`config.mk`:
```
export PLATFORM = sky130hd
export DESIGN_NAME = simple_alu
export DESIGN_NICKNAME = d
export VERILOG_FILES = /design/src/rtl/simple_alu_pkg.sv /design/src/rtl/simple_alu_core.sv /design/src/rtl/simple_alu.sv
export SDC_FILE = /design/constraint.sdc
export NUM_CORES = 1
export LEC_CHECK = 0
export BUFFER_PORTS_ARGS = -buffer_cell sky130_fd_sc_hd__clkbuf_2
export CORE_MARGIN = 2
export CORE_UTILIZATION = 25
export CTS_CLUSTER_DIAMETER = 60
export DETAILED_ROUTE_END_ITERATION = 12
export GPL_ROUTABILITY_DRIVEN = 0
export PLACE_DENSITY = 0.54
export SLEW_MARGIN = 20
export SYNTH_ARGS = -nofsm -noshare
export SYNTH_HDL_FRONTEND = slang
export SYNTH_SLANG_ARGS = --single-unit
```
`constraint.sdc`:
```
create_clock -name clk_i -period 1.5 [get_ports clk_i]
set_clock_uncertainty 0.1 [all_clocks]
set_input_delay 0.3 -clock clk_i [delete_from_list [all_inputs] [get_ports clk_i]]
set_output_delay 0.3 -clock clk_i [all_outputs]
set_load 0.05 [all_outputs]
```
`src/rtl/simple_alu_pkg.sv`:
```
// Shared opcode encoding and default width for the simple ALU.
package simple_alu_pkg;

  localparam int ALU_WIDTH = 8;

  typedef enum logic [2:0] {
    OP_ADD = 3'b000,
    OP_SUB = 3'b001,
    OP_SLL = 3'b010,
    OP_LSR = 3'b011,
    OP_AND = 3'b100,
    OP_OR  = 3'b101,
    OP_XOR = 3'b110,
    OP_EQ  = 3'b111
  } alu_op_e;

endpackage

```
`src/rtl/simple_alu_core.sv`:
```
// Combinational ALU datapath: result and carry/borrow from a, b and opcode.
module simple_alu_core
  import simple_alu_pkg::*;
#(
  parameter int WIDTH = ALU_WIDTH
) (
  input  logic [WIDTH-1:0] a,
  input  logic [WIDTH-1:0] b,
  input  alu_op_e          op,
  output logic [WIDTH-1:0] res,
  output logic             carry
);

  localparam int SHW = $clog2(WIDTH);

  // One extra bit catches the carry-out on add and the borrow on subtract.
  logic [WIDTH:0]   sum;
  logic [WIDTH:0]   diff;
  logic [SHW-1:0]   sh;

  assign sum  = {1'b0, a} + {1'b0, b};
  assign diff = {1'b0, a} - {1'b0, b};
  assign sh   = b[SHW-1:0];

  // Opcode decode; anything unlisted drives zero so no X reaches the register.
  always_comb begin
    res   = '0;
    carry = 1'b0;
    case (op)
      OP_ADD: begin
        res   = sum[WIDTH-1:0];
        carry = sum[WIDTH];
      end
      OP_SUB: begin
        res   = diff[WIDTH-1:0];
        carry = diff[WIDTH];
      end
      OP_SLL: res = a << sh;
      OP_LSR: res = a >> sh;
      OP_AND: res = a & b;
      OP_OR:  res = a | b;
      OP_XOR: res = a ^ b;
      OP_EQ:  res = {{(WIDTH-1){1'b0}}, (a == b)};
      default: begin
        res   = '0;
        carry = 1'b0;
      end
    endcase
  end

endmodule

```
`src/rtl/simple_alu.sv`:
```
// Registered ALU: core datapath, zero detect and a single output register stage.
module simple_alu
  import simple_alu_pkg::*;
#(
  parameter int WIDTH = ALU_WIDTH
) (
  input  logic             clk_i,
  input  logic             rst_ni,
  input  logic [WIDTH-1:0] a_i,
  input  logic [WIDTH-1:0] b_i,
  input  logic [2:0]       op_i,
  output logic [WIDTH-1:0] alu_o,
  output logic             carry_o,
  output logic             zero_o
);

  logic [WIDTH-1:0] res_nxt;
  logic             carry_nxt;
  logic             zero_nxt;

  simple_alu_core #(.WIDTH(WIDTH)) u_core (
    .a     (a_i),
    .b     (b_i),
    .op    (alu_op_e'(op_i)),
    .res   (res_nxt),
    .carry (carry_nxt)
  );

  // Zero flag follows the next-state result, so EQ with unequal operands sets it.
  assign zero_nxt = (res_nxt == '0);

  // Output register; reset clears everything immediately, including zero_o.
  always_ff @(posedge clk_i or negedge rst_ni) begin
    if (!rst_ni) begin
      alu_o   <= '0;
      carry_o <= 1'b0;
      zero_o  <= 1'b0;
    end else begin
      alu_o   <= res_nxt;
      carry_o <= carry_nxt;
      zero_o  <= zero_nxt;
    end
  end

endmodule

```
==> metrics.md <==
| Metric | Value |
|---|---|
| First-pass GRT wire length | 11500 um |
| FP Rows | 32 |
| Async set-reset flop share out of synthesis | 100% |
| Maximum VDD drop | 187 uV |
| Failing checks | negative setup slack |
| GRT Total Usage | 16.5% |
| Cells after DPL | 445 |
| Worst slew pin tran | 0.398 ns |
| Met3 wire len | 231 um |
| Seq cells post-synth | 10 |
| Final Util | 46.1% |
| DRT met1 WL | 3080 um |
| Die W | 92.8 um |
| Commonest non-fill, non-tap cells in the layout | buf_4, clkbuf_2, ha_1, nor2_1 |
| Initial Utilization | 25.7% |
| Synthesized area per cell | 8.43 sq um |
| Wire per inst | 14.7 um |
| Finished Layout Cells | 460 |
| DP Wirelength | 5410 um |
| Final hold vios | 0 |
| Die H | 92.8 um |
| Core Box Area | 0.00769 sq mm |
| Final WS setup | -0.979 ns |
| Critical Path Sink | zero_o |
| Mapped Cells | 234 |
| Die area | 0.00862 sq mm |
| Commonest non-fill, non-tap cell in the layout | buf_4 |
| RSZ-0062 raised after global routing | yes |
| Post-Syn Nets | 282 |
| Pwr per Cell Area | 513 mW/mm^2 |
| Max Slew Vio Count | 0 |
| Layout cells sized above 1 | 55.6% |
| DRC errors left | 0 |
| Area growth syn-to-layout | 79.7% |
| Synthesized area | 0.00197 sq mm |
| # nets final | 408 |
| Total Wirelength | 6750 um |
| Starting DRT DRC Count | 108 |
| Post-synth EDFFs | 0 |
| IO Port Bufs | 30 |
| Initial antenna violation count | 0 |
| Critical Path RT | 1.52 ns |
| CP Launch Type | primary input |
| Final Cycle Share | 165% |
| I/O pin count | 31 |
| Crit Path Category | in2reg |
| Maxcap violations | 0 |
| CP Max Fanout | 6 |
| Pre-antenna DRT Iters | 4 |
| Leak pwr | 1.66 nW |
| Met2 wire len | 3320 um |
| Number of synthesis warnings | 0 |
| # clock sinks | 10 |
| Clock-pin slew on the worst setup and hold paths | 0.04 ns |
| CTS max path bufs | 2 |
| Setup Viol. Count Final | 10 |
| FILL cells | 750 |
| Crit path from | b_i[0] |
| Critical path data arrival time | 2.50 ns |
| Num CTS Buffers | 3 |
| Fin crit period | 2.48 ns |
| Antenna Nets Post-Route | 0 |
| Hold WC Path Type | in2async |
| Grt total ovfl | 0 |
| Via count | 2256 |
| Kind of end point of the critical path | flop |
| Overall power | 1.82 mW |
| Root Driver | clkbuf_8 |
| Largest net degree at the start of global routing | 19 |
| Synth cell types | 59 |
| Vias per inst | 4.90 |
| TritonCTS clock tree | yes |
| Slew HR | 73.1% |
| CTS H-tree lvls | 1 |
| Uppermost layer routed | met4 |
| ANT cells | 0 |
| Highest clock rate | 0.403 GHz |
| Ys flop type | dfrtp_1 |
| Vias in the first global route | 2369 |
| Outcome | complete, but fails checks |
| Seq/Total Area, Yosys | 12.7% |
## cell families (layout without fill, tap and decap cells)
group / Yosys count / in the layout / share of synthesized area (%)
compound gates: 72 / 72 / 25.8
simple gates: 59 / 59 / 16.4
buf+inv: 39 / 163 / 8.18
fa+ha+maj: 27 / 27 / 17.9
mux: 23 / 23 / 17.2
flops: 10 / 10 / 12.7
xor+xnor: 4 / 4 / 1.78
## report_power, final
group / total (mW) / switching [mW] / leakage [nW] / internal [mW]
combinational: 1.25 / 0.630 / 1.51 / 0.618
sequential: 0.313 / 0.00778 / 0.127 / 0.305
clock: 0.256 / 0.0828 / 0.0216 / 0.174
total: 1.82 / 0.721 / 1.66 / 1.10
## critical path, cell delays in order
cell and delay, ns:
clkbuf_16 0.14, buf_4 0.14, inv_2 0.06, ha_1 0.25
mux2i_1 0.17, o22ai_1 0.11, a32oi_1 0.18, nand3_1 0.14
or4_1 0.54, a2111o_1 0.31, nor4_2 0.16
## sequential cells by signal, summed over array words and instances, names as in the netlist
register,cells
zero_o,1
carry_o,1
alu_o,8
## worst min-delay path by stage
stage,start,to,slack [ns],cells after the start
6_report,rst_ni,alu_o[4],0.37,2
2_1_floorplan,rst_ni,alu_o[0],-0.1,0
3_5_place_dp,rst_ni,carry_o,0.06,1
5_1_grt,rst_ni,carry_o,0.38,2
4_1_cts,rst_ni,alu_o[4],0.37,2
3_3_place_gp,rst_ni,carry_o,0.07,1
## layout make-up
type / instances / area [sq um] / share of cell area (%)
well taps: 102 / 128 / 3.60
multi-input cells: 185 / 1830 / 51.7
repair buffers: 138 / 1170 / 33.0
flip-flops and latches: 10 / 250 / 7.06
clock buffers: 3 / 41.3 / 1.16
inverters: 22 / 123 / 3.46
## through the flow
step	setup TNS (ns)	hold slack [ns]	setup slack (ns)	instance area [sq um]
after floorplan	-3.96	-0.0956	-0.969	2140
after global placement	-8.48	0.0700	-1.21	3020
after detailed placement	-8.60	0.0647	-1.31	3020
after CTS	-4.75	0.368	-0.966	3510
after global routing	-5.79	0.376	-1.11	3550
final	-5.06	0.367	-0.979	3550
## per-layer routing
layer  vias up  global-route usage, %
li1       1137                      -
met5         -                      0
met1      1058                   21.5
met2        49                   28.7
met3        12                   1.63
met4         0                   4.90
## cells in the mapped netlist (2+ instances only)
cell / n / area [sq um]
xor2_1: 2 / 17.5
or4_1: 2 / 15.0
ha_1: 25 / 313
buf_2: 6 / 30.0
nand3_1: 6 / 30.0
nand2_1: 10 / 37.5
a21oi_1: 12 / 60.1
nor2_1: 15 / 56.3
a31oi_1: 2 / 12.5
nand2b_1: 6 / 37.5
a22oi_1: 5 / 37.5
nor3_1: 3 / 15.0
nand4b_1: 2 / 17.5
clkbuf_1: 9 / 33.8
a221oi_1: 2 / 17.5
or3_1: 2 / 12.5
o31a_1: 3 / 26.3
o21a_1: 4 / 30.0
a21o_1: 2 / 15.0
a32oi_1: 3 / 26.3
inv_1: 21 / 78.8
fa_1: 2 / 40.0
dfrtp_1: 10 / 250
o21bai_1: 3 / 22.5
mux4_1: 2 / 52.6
o21ai_0: 9 / 45.0
mux4_2: 6 / 135
o211ai_1: 2 / 15.0
o31ai_1: 2 / 15.0
a21boi_0: 2 / 15.0
a222oi_1: 2 / 20.0
xnor2_1: 2 / 17.5
mux2i_1: 13 / 130
a211o_1: 2 / 17.5
nor2b_1: 2 / 12.5
o22ai_1: 10 / 62.6
## what timing repair did
| item | CTS | global route |
|---|---|---|
| setup buffers | 11 | 4 |
| gates resized for setup | 80 | 5 |
| hold buffers | 1 | 0 |
| hold endpoints to repair | 10 | 0 |
| setup endpoints to repair | 10 | 10 |
| pin swaps | 25 | 17 |
Power figures use the tool's default switching activity.
